[src/rtl/pipelined_adder_tree.sv]
// Pipelined signed reduction tree with a group accumulator and valid/ready flow control.
// Define ADDER_TREE_SATURATE_EN to clamp the accumulator instead of letting it wrap.
module pipelined_adder_tree #(
    parameter int ELEMENTS  = 16,
    parameter int IN_WIDTH  = 8,
    parameter int OUT_WIDTH = 32
) (
    input  logic                         clk_in,
    input  logic                         rst_in,
    input  logic [ELEMENTS*IN_WIDTH-1:0] in_data,
    input  logic                         in_valid,
    input  logic                         in_last,
    output logic                         in_ready,
    output logic [OUT_WIDTH-1:0]         out_data,
    output logic                         out_valid,
    input  logic                         out_ready
);
    localparam int L  = $clog2(ELEMENTS);
    localparam int TW = IN_WIDTH + L;

    logic                        out_valid_q;
    logic signed [OUT_WIDTH-1:0] out_data_q;
    logic signed [OUT_WIDTH-1:0] acc_q;
    logic                        first_q;
    logic                        adv;

    // Valid/ready: a beat moves when in_valid && in_ready; a result leaves when
    // out_valid && out_ready. The whole pipeline advances or stalls as one.
    assign adv       = !out_valid_q || out_ready;
    assign in_ready  = !rst_in && adv;
    assign out_valid = out_valid_q;
    assign out_data  = out_data_q;

    for (genvar k = 0; k <= L; k++) begin : g_lvl
        localparam int N = ELEMENTS >> k;
        localparam int W = IN_WIDTH + k;
        logic [N*W-1:0] data;
        logic           vld;
        logic           lst;

        if (k == 0) begin : g_in
            assign data = in_data;
            assign vld  = in_valid && in_ready;
            assign lst  = in_last;
        end else begin : g_reg
            logic [N*W-1:0] sum_d;
            logic [N*W-1:0] data_q;
            logic           vld_q;
            logic           lst_q;

            // Each pair grows by one bit so no level ever loses precision.
            for (genvar j = 0; j < N; j++) begin : g_add
                logic [W-2:0] a_w;
                logic [W-2:0] b_w;
                assign a_w = g_lvl[k-1].data[(2*j)*(W-1) +: (W-1)];
                assign b_w = g_lvl[k-1].data[(2*j+1)*(W-1) +: (W-1)];
                assign sum_d[j*W +: W] = {a_w[W-2], a_w} + {b_w[W-2], b_w};
            end

            always_ff @(posedge clk_in) begin
                if (rst_in) begin
                    vld_q <= 1'b0;
                    lst_q <= 1'b0;
                end else if (adv) begin
                    data_q <= sum_d;
                    vld_q  <= g_lvl[k-1].vld;
                    lst_q  <= g_lvl[k-1].lst;
                end
            end

            assign data = data_q;
            assign vld  = vld_q;
            assign lst  = lst_q;
        end
    end

    logic signed [TW-1:0]        tree_sum;
    logic signed [OUT_WIDTH-1:0] acc_base;
    logic signed [OUT_WIDTH-1:0] acc_next;

    assign tree_sum = g_lvl[L].data;
    assign acc_base = first_q ? '0 : acc_q;

`ifdef ADDER_TREE_SATURATE_EN
    logic signed [OUT_WIDTH:0] acc_wide;
    assign acc_wide = (OUT_WIDTH+1)'(acc_base) + (OUT_WIDTH+1)'(tree_sum);

    // The top two bits disagree only when the sum left the representable range.
    always_comb begin
        acc_next = acc_wide[OUT_WIDTH-1:0];
        if (acc_wide[OUT_WIDTH] != acc_wide[OUT_WIDTH-1]) begin
            acc_next = acc_wide[OUT_WIDTH] ? {1'b1, {(OUT_WIDTH-1){1'b0}}}
                                           : {1'b0, {(OUT_WIDTH-1){1'b1}}};
        end
    end
`else
    assign acc_next = acc_base + OUT_WIDTH'(tree_sum);
`endif

    always_ff @(posedge clk_in) begin
        if (rst_in) begin
            out_valid_q <= 1'b0;
            out_data_q  <= '0;
            acc_q       <= '0;
            first_q     <= 1'b1;
        end else if (adv) begin
            out_valid_q <= 1'b0;
            if (g_lvl[L].vld) begin
                if (g_lvl[L].lst) begin
                    out_data_q  <= acc_next;
                    out_valid_q <= 1'b1;
                    first_q     <= 1'b1;
                end else begin
                    acc_q   <= acc_next;
                    first_q <= 1'b0;
                end
            end
        end
    end
endmodule

[config.mk]
export PLATFORM = sky130hd
export DESIGN_NAME = pipelined_adder_tree
export DESIGN_NICKNAME = d
export VERILOG_FILES = /design/src/rtl/pipelined_adder_tree.sv
export SDC_FILE = /design/constraint.sdc
export NUM_CORES = 1
export LEC_CHECK = 0
export BUFFER_PORTS_ARGS = -buffer_cell sky130_fd_sc_hd__buf_2
export CORE_AREA = 5 5 181 183
export DETAILED_ROUTE_END_ITERATION = 16
export DIE_AREA = 0 0 186 188
export SETUP_SLACK_MARGIN = 0.02
export SLEW_MARGIN = 20
export SYNTH_ARGS = -nofsm -noshare
export SYNTH_HDL_FRONTEND = slang
export SYNTH_SLANG_ARGS = --single-unit
[constraint.sdc]
create_clock -name clk_in -period 10.6 [get_ports clk_in]
set_input_delay 1.59 -clock clk_in [delete_from_list [all_inputs] [get_ports clk_in]]
set_output_delay 1.59 -clock clk_in [all_outputs]
set_load 0.02 [all_outputs]
[Yosys cells after proc, flatten, opt, wreduce, memory -nomap -nowiden]
Cells that the tools add are included.
Cells by class
  $add $sub $neg: 16
  muxes and demuxes: 3
  bitwise logic cells: 2
  reduce and logical (&&, ||, !) cells: 9
Operators with widths (number)
  $add A8 B8 Y9: 8
  $add A9 B9 Y10: 4
  $add A32 B12 Y32: 1
  $mux W32: 1
  $add A10 B10 Y11: 2
  $add A11 B11 Y12: 1
  $reduce_and A3 Y1: 2
  $reduce_and A2 Y1: 2
  $logic_and A1 B1 Y1: 2
  $logic_not A1 Y1: 2
  $mux W1: 2
  $not A1 Y1: 2
  $logic_or A1 B1 Y1: 1
Word-level totals
  register bits after elaboration: 220
  bits of input ports: 133
  word-level logic and storage cells: 46

[Depth between registers and ports, before layout]
  depth after elaboration: 4
  depth in mapped cells: 12

[Worst setup path before layout]
No wires, ideal clock.
  path kind: in2out
  start point: input rst_in
  end point: output in_ready
  data arrival time: 8.549 ns
  data required time: 9.010 ns
  setup slack: 0.461 ns
  stages: 4
  path through: clkbuf_1 -> buf_1 -> clkbuf_1 -> nor2_1
On the way
  word-level cells in the longest chain between the ends: 2
RTL lines
  start: declaration: line 9  | input logic rst_in,
  $logic_not A1 Y1: line 30  | assign in_ready = !rst_in && adv;
  $logic_and A1 B1 Y1: line 30
  end: declaration: line 13  | output logic in_ready,
No other way between the ends.

[Worst setup path in the final report]
  start point: input out_ready
  end point: output in_ready
On the way
  word-level cells in the longest chain between the ends: 2
RTL lines
  start: declaration: line 16  | input logic out_ready
  $logic_or A1 B1 Y1: line 29  | assign adv = !out_valid_q || out_ready;
  $logic_and A1 B1 Y1: line 30
No other way between the ends.

==> report_table.html <==
<table>
<tr><th>Metric</th><th>Value</th></tr>
<tr><th colspan="2">CTS</th></tr>
<tr><td>Post CTS Setup Buffer Count</td><td>0</td></tr>
<tr><td>Resize count post-CTS</td><td>0</td></tr>
<tr><td>Root buf cell</td><td>clkbuf_16</td></tr>
<tr><td>Clock tree from TritonCTS</td><td>done</td></tr>
<tr><td>TritonCTS Buffers</td><td>25</td></tr>
<tr><td>Max Root-Sink Buffers</td><td>3</td></tr>
<tr><td>Skew-Pair Late Insertion Delay</td><td>0.52 ns</td></tr>
<tr><td>Cts-stage hold buffer count</td><td>0</td></tr>
<tr><td>Clock Pin Slew Worst Setup and Hold Paths</td><td>0.06 ns</td></tr>
<tr><td>Total number of clock tree sinks</td><td>220</td></tr>
<tr><td>CTS HTree Levels</td><td>1</td></tr>
<tr><th colspan="2">Die</th></tr>
<tr><td>Vertical die dimension</td><td>188 um</td></tr>
<tr><td>Die boundary width</td><td>186 um</td></tr>
<tr><td>Number of primary I/O pins</td><td>167</td></tr>
<tr><td>Starting density of the core</td><td>0.4388</td></tr>
<tr><td>Placeable Area</td><td>31,070 um^2</td></tr>
<tr><td>Die area</td><td>34,970 um^2</td></tr>
<tr><td>Floorplan row count</td><td>65</td></tr>
<tr><th colspan="2">Power and ir drop</th></tr>
<tr><td>Pleak</td><td>6.670 nW</td></tr>
<tr><td>Post-route total power</td><td>3.235 mW</td></tr>
<tr><td>Power per standard cell area</td><td>205.7 nW/um^2</td></tr>
<tr><td>VDD IR max</td><td>0.1232 mV</td></tr>
<tr><th colspan="2">Setup path</th></tr>
<tr><td>Critical path type</td><td>primary input to output port</td></tr>
<tr><td>Critical path fanouts, max</td><td>9</td></tr>
<tr><td>Setup crit end kind</td><td>output port</td></tr>
<tr><td>Worst reg2reg path endpoint</td><td>acc_q[26]</td></tr>
<tr><td>Arrival time at the worst endpoint</td><td>2.61 ns</td></tr>
<tr><td>Number of cells traversed by the worst register-to-register path</td><td>11</td></tr>
<tr><td>Data required time of the critical path</td><td>9.01 ns</td></tr>
<tr><td>Worst r2r src</td><td>first_q</td></tr>
<tr><td>Reg2Reg Setup Slack</td><td>7.21 ns</td></tr>
<tr><td>Critical path startpoint category</td><td>primary input</td></tr>
<tr><th colspan="2">GRT</th></tr>
<tr><td>Global router's overall resource usage</td><td>0.1538</td></tr>
<tr><td>Aggregate global routing overflow</td><td>0</td></tr>
<tr><td>Largest net degree at the start of global routing</td><td>75</td></tr>
<tr><td>Number of global-route vias before repair</td><td>9,916</td></tr>
<tr><td>Number of antenna violations at the first check in global routing</td><td>0</td></tr>
<tr><td>Wire length of the first global-routing pass</td><td>45,470 um</td></tr>
<tr><th colspan="2">Placement</th></tr>
<tr><td>Placed Instances</td><td>1,837</td></tr>
<tr><td>Final estimated routing congestion in global placement</td><td>0.8606</td></tr>
<tr><td>Post-detail-place hpwl</td><td>20,570 um</td></tr>
<tr><td>Port Buffers</td><td>166</td></tr>
<tr><th colspan="2">Synthesis</th></tr>
<tr><td>Post-Syn Nets</td><td>1,610</td></tr>
<tr><td>Cells taking the most area after synthesis</td><td>edfxtp_1, ha_1, dfxtp_1</td></tr>
<tr><td>Number of library cell types mapped by synthesis</td><td>68</td></tr>
<tr><td>Simple-gate share of the synthesized area</td><td>0.09693</td></tr>
<tr><td>Adder-cell area share of the yosys netlist</td><td>0.1722</td></tr>
<tr><td>Netlist area before placement</td><td>13,630 um^2</td></tr>
<tr><td>#FFs+latches synth</td><td>220</td></tr>
<tr><td>Yosys warning count</td><td>0</td></tr>
<tr><td>Register area share after synthesis</td><td>0.4303</td></tr>
<tr><td>Most frequent cells after synthesis</td><td>ha_1, a21oi_1, edfxtp_1</td></tr>
<tr><td>Main combinational cell family by area after synthesis</td><td>compound AO/OA/AOI/OAI gates</td></tr>
<tr><td>Area fraction in compound gates after synthesis</td><td>0.1815</td></tr>
<tr><td>Cell with the most instances after synthesis</td><td>ha_1</td></tr>
<tr><td>Area leader, netlist</td><td>edfxtp_1</td></tr>
<tr><td>Top-area cell type share of the netlist area</td><td>0.3216</td></tr>
<tr><td>Synth Area per Inst</td><td>10.49 um^2</td></tr>
<tr><td>Synthesized-area fraction occupied by xor and xnor cells</td><td>0.07838</td></tr>
<tr><td>Share of synthesized area spent on multiplexers</td><td>0.005599</td></tr>
<tr><td>Count of flip-flops with a built-in enable after synthesis</td><td>146</td></tr>
<tr><td>Async set or reset register ratio after synthesis</td><td>0</td></tr>
<tr><td>Most used DFF post-synth</td><td>edfxtp_1</td></tr>
<tr><td>Instance count of the mapped netlist</td><td>1,299</td></tr>
<tr><th colspan="2">Min path</th></tr>
<tr><td>Path type of the worst min-delay path</td><td>flop to flop</td></tr>
<tr><td>Endpoint with the worst hold slack</td><td>out_data[27]</td></tr>
<tr><td>Startpoint of the tightest hold check path</td><td>out_data[27]</td></tr>
<tr><td>Instance count along the most critical hold path</td><td>2</td></tr>
<tr><th colspan="2">Detailed routing</th></tr>
<tr><td>Vias per std cell</td><td>5.169</td></tr>
<tr><td>Count of vias placed by the detailed router</td><td>9,734</td></tr>
<tr><td>Final routed wirelength across all metal layers</td><td>26,930 um</td></tr>
<tr><td>Drt first pass iters</td><td>4</td></tr>
<tr><td>Drt initial violations</td><td>381</td></tr>
<tr><td>Remaining routing DRC violations</td><td>0</td></tr>
<tr><td>Detail-routed net length per standard cell</td><td>14.30 um</td></tr>
<tr><td>Post-DRT Antenna Nets</td><td>0</td></tr>
<tr><th colspan="2">Final layout</th></tr>
<tr><td>Non-Filler Instances</td><td>1,883</td></tr>
<tr><td>Fraction of final layout cells with drive strength greater than 1</td><td>0.1621</td></tr>
<tr><td>Area grow syn2layout</td><td>15.41%</td></tr>
<tr><td>Nets</td><td>1,773</td></tr>
<tr><td>Count of inserted antenna diode cells</td><td>0</td></tr>
<tr><th colspan="2">Timing</th></tr>
<tr><td>RSZ-0062 raised after global routing</td><td>false</td></tr>
<tr><td>Final setup skew</td><td>0.01204 ns</td></tr>
<tr><td>Fin crit period</td><td>4.205 ns</td></tr>
<tr><td>Final Slew Violations</td><td>0</td></tr>
<tr><td>Total setup violations reported at the end of the flow</td><td>0</td></tr>
<tr><td>Worst slew slack as a fraction of its limit</td><td>0.3462</td></tr>
<tr><td>Count of endpoints failing hold in the final timing report</td><td>0</td></tr>
<tr><td>Post-route clock period utilization</td><td>0.3967</td></tr>
<tr><td>Actual transition at the worst max-transition pin</td><td>0.9808 ns</td></tr>
<tr><td>Total negative slack for setup checks</td><td>0 ns</td></tr>
<tr><td>Hold_ws</td><td>0.4475 ns</td></tr>
<tr><td>Maximum clock frequency</td><td>237.8 MHz</td></tr>
<tr><th colspan="2">Job</th></tr>
<tr><td>Max cap viols</td><td>0</td></tr>
<tr><th colspan="2">Status</th></tr>
<tr><td>Status</td><td>completed</td></tr>
</table>
-- layout make-up --
class | count | area (um^2)
Clock buffer | 30 | 685.7
Sequential cell | 220 | 5866
Fill cell | 2828 | 15330
Tap cell | 402 | 503.0
Multi-Input combinational cell | 953 | 7306
Clock inverter | 16 | 155.1
Inverter | 89 | 334.1
Timing Repair Buffer | 173 | 883.3
-- sequential cells by signal (all words and copies together), names as in the netlist --
name and cells:
first_q 1, acc_q 32, out_data 32, g_lvl.g_reg.lst_q 4
g_lvl.data 146, out_valid 1, g_lvl.g_reg.vld_q 4
-- worst max-delay path by stage --
stage               startpoint  endpoint  slack [ns]  cells past startpoint
finish               out_ready  in_ready        6.40                      4
global placement     out_ready  in_ready        6.40                      4
global route         out_ready  in_ready        6.33                      4
detailed placement   out_ready  in_ready        6.39                      4
CTS                  out_ready  in_ready        6.39                      4
floorplan               rst_in  in_ready        0.46                      4
-- routing by layer --
layer | wire length (um) | GRT usage | vias up
met4 | 597 | 0.03728 | 0
met5 | 0 | 0 | -
met3 | 1499 | 0.02367 | 41
li1 | - | - | 5058
met1 | 11960 | 0.2014 | 4436
met2 | 12870 | 0.2667 | 199
-- stage by stage --
step	worst slack [ns]	util	cell area, um^2
after global routing	6.333	0.5064	15730
after detailed placement	6.394	0.4793	14890
after global placement	6.398	0.4793	14890
final	6.395	0.5064	15730
after CTS	6.390	0.5064	15730
after floorplan	0.4609	-	13630
-- worst max-delay path, cell delays in order --
cell,delay (ns)
buf_2,0.12
nor2b_1,0.55
nor2_4,0.14
buf_2,0.20
-- report_power, final --
| group | internal (mW) | leakage (nW) | switching (mW) |
|---|---|---|---|
| combinational | 0.500 | 4.23 | 0.630 |
| sequential | 1.16 | 2.03 | 0.0791 |
| clock | 0.532 | 0.414 | 0.334 |
| total | 2.19 | 6.67 | 1.04 |
-- logic make-up (layout without fill, tap and decap cells) --
kind of cell,after synthesis,in the layout
flip-flops,220,220
AND/OR/NAND/NOR,272,272
adder cells (fa/ha/maj),178,178
AO/OA/AOI/OAI,374,374
XOR/XNOR,122,122
buffers and inverters,126,308
multiplexers,7,7
-- cells in the final DEF (no fill, tap or decap), types with 4 or more instances in the layout --
cell type  instances
a32o_1             5
o2111ai_1          4
a31oi_1            8
nand4_1           11
nor4_1             7
clkinv_2           4
o211ai_1          12
edfxtp_1         146
nand2_1           96
clkbuf_16         26
o21bai_1          62
o21ai_1            7
mux2_2             5
ha_1             162
a211oi_1           4
a22o_1            19
inv_1             88
nor2b_1           38
nor3_1            17
fa_1              16
or3_1              5
dfxtp_1           74
xnor2_1           99
buf_2            166
clkinv_1           7
nor2_1            53
nand3_1           20
a21o_1            33
a21oi_1          155
buf_4              7
and3_1             5
o21ai_0           34
nand2b_1           6
xor2_1            23
(Power assumes the default switching activity.)
